### src/rtl/alu_ctrl_seq.sv
// Sequenced ALU control: decodes one instruction per handshake and issues its code for N beats.
// Optional macro ALU_CTRL_ILLEGAL_EN adds illegal_o and retires unknown ALUOp=10 functs without a beat.
module alu_ctrl_seq #(
    parameter int unsigned CTRL_W     = 4,
    parameter int unsigned ITER_W     = 8,
    parameter int unsigned POOL_BEATS = 4,
    parameter int unsigned FC_BEATS   = 16,
    parameter int unsigned CONV_BEATS = 9,
    parameter int unsigned BN_BEATS   = 2
) (
    input  logic              clk_i,
    input  logic              rst_n_i,
    input  logic              valid_i,
    input  logic [9:0]        funct_i,
    input  logic [1:0]        ALUOp_i,
    output logic              ready_o,
    input  logic              alu_ready_i,
    input  logic              flush_i,
    output logic [CTRL_W-1:0] ALUCtrl_o,
    output logic              alu_valid_o,
    output logic [ITER_W-1:0] iter_o,
    output logic              first_o,
    output logic              last_o,
    output logic              busy_o,
`ifdef ALU_CTRL_ILLEGAL_EN
    output logic              illegal_o,
`endif
    output logic              done_o
);

    typedef enum logic [1:0] {
        S_IDLE = 2'd0,
        S_RUN  = 2'd1,
        S_DONE = 2'd2
    } state_t;

    state_t            r_state, w_state_nxt;
    logic [CTRL_W-1:0] r_ctrl, w_ctrl_nxt;
    logic [ITER_W-1:0] r_iter, w_iter_nxt;
    logic [ITER_W-1:0] r_last, w_last_nxt;
    logic [CTRL_W-1:0] w_dec_code;
    logic [ITER_W-1:0] w_dec_last;
    logic              w_accept;
`ifdef ALU_CTRL_ILLEGAL_EN
    logic              w_dec_illegal;
    logic              r_illegal, w_illegal_nxt;
`endif

    // Instruction decode: control code and final beat index (N-1)
    always_comb begin
        w_dec_code = CTRL_W'(4'd1);
        w_dec_last = '0;
`ifdef ALU_CTRL_ILLEGAL_EN
        w_dec_illegal = 1'b0;
`endif
        case (ALUOp_i)
            2'b01: w_dec_code = CTRL_W'(4'd2);
            2'b10: begin
                case (funct_i)
                    10'b0000000000: w_dec_code = CTRL_W'(4'd1);
                    10'b0100000000: w_dec_code = CTRL_W'(4'd2);
                    10'b0000001000: w_dec_code = CTRL_W'(4'd6);
                    10'b0000000110: w_dec_code = CTRL_W'(4'd4);
                    10'b0000000111: w_dec_code = CTRL_W'(4'd3);
                    10'b1000000111: w_dec_code = CTRL_W'(4'd7);
                    10'b1100000111: begin
                        w_dec_code = CTRL_W'(4'd8);
                        w_dec_last = ITER_W'(POOL_BEATS - 1);
                    end
                    10'b1110000111: begin
                        w_dec_code = CTRL_W'(4'd9);
                        w_dec_last = ITER_W'(FC_BEATS - 1);
                    end
                    10'b1111000111: begin
                        w_dec_code = CTRL_W'(4'd10);
                        w_dec_last = ITER_W'(CONV_BEATS - 1);
                    end
                    10'b1010000111: begin
                        w_dec_code = CTRL_W'(4'd11);
                        w_dec_last = ITER_W'(BN_BEATS - 1);
                    end
`ifdef ALU_CTRL_ILLEGAL_EN
                    default: w_dec_illegal = 1'b1;
`else
                    default: w_dec_code = CTRL_W'(4'd1);
`endif
                endcase
            end
            default: w_dec_code = CTRL_W'(4'd1);
        endcase
    end

    assign ready_o  = rst_n_i && (r_state == S_IDLE);
    assign w_accept = valid_i && ready_o && !flush_i;

    // Next-state and datapath update; flush outranks accept and the final beat
    always_comb begin
        w_state_nxt = r_state;
        w_ctrl_nxt  = r_ctrl;
        w_iter_nxt  = r_iter;
        w_last_nxt  = r_last;
`ifdef ALU_CTRL_ILLEGAL_EN
        w_illegal_nxt = 1'b0;
`endif
        case (r_state)
            S_IDLE: begin
                if (w_accept) begin
`ifdef ALU_CTRL_ILLEGAL_EN
                    if (w_dec_illegal) begin
                        w_state_nxt   = S_DONE;
                        w_illegal_nxt = 1'b1;
                    end else begin
                        w_state_nxt = S_RUN;
                        w_ctrl_nxt  = w_dec_code;
                        w_last_nxt  = w_dec_last;
                        w_iter_nxt  = '0;
                    end
`else
                    w_state_nxt = S_RUN;
                    w_ctrl_nxt  = w_dec_code;
                    w_last_nxt  = w_dec_last;
                    w_iter_nxt  = '0;
`endif
                end
            end
            S_RUN: begin
                if (flush_i) begin
                    w_state_nxt = S_IDLE;
                end else if (alu_ready_i) begin
                    if (r_iter == r_last) begin
                        w_state_nxt = S_DONE;
                    end else begin
                        w_iter_nxt = r_iter + ITER_W'(1);
                    end
                end
            end
            S_DONE:  w_state_nxt = S_IDLE;
            default: w_state_nxt = S_IDLE;
        endcase
    end

    always_ff @(posedge clk_i) begin
        if (!rst_n_i) begin
            r_state <= S_IDLE;
            r_ctrl  <= CTRL_W'(4'd1);
            r_iter  <= '0;
            r_last  <= '0;
`ifdef ALU_CTRL_ILLEGAL_EN
            r_illegal <= 1'b0;
`endif
        end else begin
            r_state <= w_state_nxt;
            r_ctrl  <= w_ctrl_nxt;
            r_iter  <= w_iter_nxt;
            r_last  <= w_last_nxt;
`ifdef ALU_CTRL_ILLEGAL_EN
            r_illegal <= w_illegal_nxt;
`endif
        end
    end

    assign ALUCtrl_o   = r_ctrl;
    assign alu_valid_o = (r_state == S_RUN);
    assign iter_o      = r_iter;
    assign first_o     = alu_valid_o && (r_iter == '0);
    assign last_o      = alu_valid_o && (r_iter == r_last);
    assign busy_o      = (r_state != S_IDLE);
    assign done_o      = (r_state == S_DONE);
`ifdef ALU_CTRL_ILLEGAL_EN
    assign illegal_o   = r_illegal;
`endif

endmodule

### config.mk
export PLATFORM = sky130hd
export DESIGN_NAME = alu_ctrl_seq
export DESIGN_NICKNAME = d
export VERILOG_FILES = /design/src/rtl/alu_ctrl_seq.sv
export SDC_FILE = /design/constraint.sdc
export NUM_CORES = 1
export LEC_CHECK = 0
export ABC_AREA = 0
export BUFFER_PORTS_ARGS = -buffer_cell sky130_fd_sc_hd__buf_2
export CORE_MARGIN = 5
export CORE_UTILIZATION = 55
export CTS_CLUSTER_DIAMETER = 100
export DETAILED_ROUTE_END_ITERATION = 7
export MAX_ROUTING_LAYER = met4
export PLACE_DENSITY = 0.92
export REMOVE_ABC_BUFFERS = 1
export SLEW_MARGIN = 20
export SYNTH_ARGS = -nofsm -noshare
export SYNTH_HDL_FRONTEND = slang
export SYNTH_SLANG_ARGS = --single-unit
export TNS_END_PERCENT = 10
### constraint.sdc
create_clock -name clk_i -period 4.3 [get_ports clk_i]
set_input_delay 0.215 -clock clk_i [delete_from_list [all_inputs] [get_ports clk_i]]
set_output_delay 0.215 -clock clk_i [all_outputs]
set_load 0.005 [all_outputs]
==> out/results.ini <==
[yosys]
netlist_instances = 151
ys.flop_type = dfxtp_1
async_flop_share = 0
synth_top_area_frac = 0.293
synth_top_cell_by_area = dfxtp_1
ys_seq_elements = 18
seq_area_frac_synth = 0.293
syn_avg_cell_area_um2 = 8.14
netlist_area_um2 = 1230
synth-edff-count = 0
yosys_warnings = 0
netlist-cell-type-count = 49
synthTopCellsByArea = dfxtp_1 (29%), mux2i_1 (4.9%), nand2_1 (4.6%), nor2_1 (4.3%), ha_1 (4.1%)

[pwr]
peakVddDrop_uv = 174
finalPower_uw = 334
powerDensity_nw_per_um2 = 231
p_leak_uw = 0.000640

[detailed_routing]
antenna_left = 0
m1WireLength_um = 1190
drt_wl_total_um = 2990
detail_route.wl_per_cell_um = 14.1
firstDrtPassIters = 4
dr_wl_met2_um = 1600
drc = 0
highest_layer = met4
num_vias = 1257
drtIter0Drc = 39
dr_wl_met3_um = 142
avgViaCountPerCell = 5.93

[grt]
overflow = 0
antenna_found_initial = 0
grt_pass1_vias = 1239
grt_pass1_wl_um = 5240
grt_usage = 0.203
grt_max_degree = 18

[setup_path]
max_stage_delay_ns = 0.51
path_cells = xor2_1 > nor4_2 > and2_1 > buf_2
crit_cells = 4
critPathTopFamily = simple AND/OR/NAND/NOR gates
cp_max_fo = 8
cp.required_ns = 4.09
ff2ff_path_depth = 4
path_class = register to output pin
crit_buf_inv = 1
rrSetupSlack_ns = 2.65
critPathCaptureType = output pin
cp.arrival_ns = 1.73
cpMaxStageDelayCell = nor4_2
worstSetupStartpointType = register
reg2reg_to = r_last[3]
rr_startpoint = r_state[1]

[sta]
setup_viol = 0
hold_violations = 0
skew_ns = 0.00663
fmax_mhz = 515
post-route-min-period_ns = 1.94
report.final.slew_viol_count = 0
worstMarginPinSlew_ns = 0.561
holdWs_ns = 0.193
max_slew_margin = 0.623
grt_setup_unrepaired = no
post-route-period-util = 0.451
fin_setup_tns_ns = 0

[cells_and_area]
layout_commonest_cell = buf_2
fillers = 194
insertedDiodeCount = 0
mostFrequentLayoutCells = buf_2 (34), dfxtp_1 (18), nand2_1 (15)
ff_latch_area_um2 = 360
drive_gt1_frac = 0.239
num-nets-final = 206
area_delta_synth_final_pct = 17.9
multiInputGateArea_um2 = 825

[cts]
clk_latency_ns = 0.30
cts_root_buf = clkbuf_4
cts_tree = done
holdBufCountCts = 0
cts_sinks = 18
cts_resized = 0
clk_path_buf_depth = 2
numCtsBuffers = 3
postCtsSetupRepairBufs = 0
clkTransAtPathRegs_ns = 0.11
cts_htree_levels = 1

[flow_run]
drv_cap = 0

[min_path]
min_path_type = input port to register
holdPathStages = 2
hp-start = alu_ready_i
holdPathEnd = r_state[1]

[floorplanning]
die_h_um = 57.3
io_pins = 35
die_w_um = 57.3
initial_core_util = 0.566
die_area_um2 = 3280
rows = 17
core_area_um2 = 2170

[place]
port_buffers = 34
gp_congestion = 0.862
dpl.hpwl_um = 2390

[status]
outcome = complete, no violations

## worst max path at each step
stage / startpoint / slack [ns] / to
floorplan: r_state[1] / 2.85 / ALUCtrl_o[3]
global placement: funct_i[3] / 2.73 / ALUCtrl_o[0]
detailed placement: funct_i[3] / 2.67 / ALUCtrl_o[1]
CTS: iter_o[1] / 2.37 / last_o
global route: iter_o[2] / 2.22 / last_o
finish: iter_o[2] / 2.36 / last_o
## report_power, final
part	internal, uW	leakage [uW]	total, uW	switching (uW)
Sequential	168	0.000145	170	1.74
Clock	51.7	0.0000210	105	53.8
Combinational	23.3	0.000473	58.9	35.5
Total	243	0.000640	334	91.0
## area by class of cell
class | count | share of cell area
multi-input combinational | 122 | 0.569
sequential | 18 | 0.249
timing repair buffer | 34 | 0.117
clock buffer | 4 | 0.0250
tap | 28 | 0.0242
inverter | 6 | 0.0155
## cells in the mapped netlist (3+ instances only)
master,number
nand3_1,8
o31ai_1,4
dfxtp_1,18
mux2i_1,6
a21oi_1,4
nor3_1,3
and2_1,3
nor2b_1,3
ha_1,4
a211oi_1,3
or3_1,3
nand2_1,15
nor2_1,14
and3_1,5
o211ai_1,3
inv_1,5
o21ai_0,3
nand2b_1,6
xor2_1,5
## flip-flops by register name, summed over array words and instances (netlist names)
name	cells
r_state	2
iter_o	8
ALUCtrl_o	4
r_last	4
## per-layer routing
| metal | up-vias | GRT usage |
|---|---|---|
| li1 | 621 | - |
| met1 | 594 | 0.218 |
| met2 | 36 | 0.369 |
| met3 | 6 | 0.0226 |
| met4 | 0 | 0.0960 |
| met5 | - | - |
## stage by stage
stage           util  cells  setup WS, ns  instance area, um^2
2_1_floorplan      -    146          2.85                 1210
3_3_place_gp   0.651    208          2.73                 1410
3_5_place_dp   0.651    208          2.67                 1410
4_1_cts        0.668    212          2.37                 1450
5_1_grt        0.668    212          2.22                 1450
6_report       0.668    212          2.36                 1450
## kinds of logic after synthesis
group,Yosys count,share of synthesized area
xor+xnor,6,0.0428
mux,6,0.0489
buf+inv,11,0.0356
fa+ha+maj,4,0.0407
simple gates,75,0.340
flops,18,0.293
compound gates,31,0.199
No activity file was read; power rests on OpenSTA's default activity.
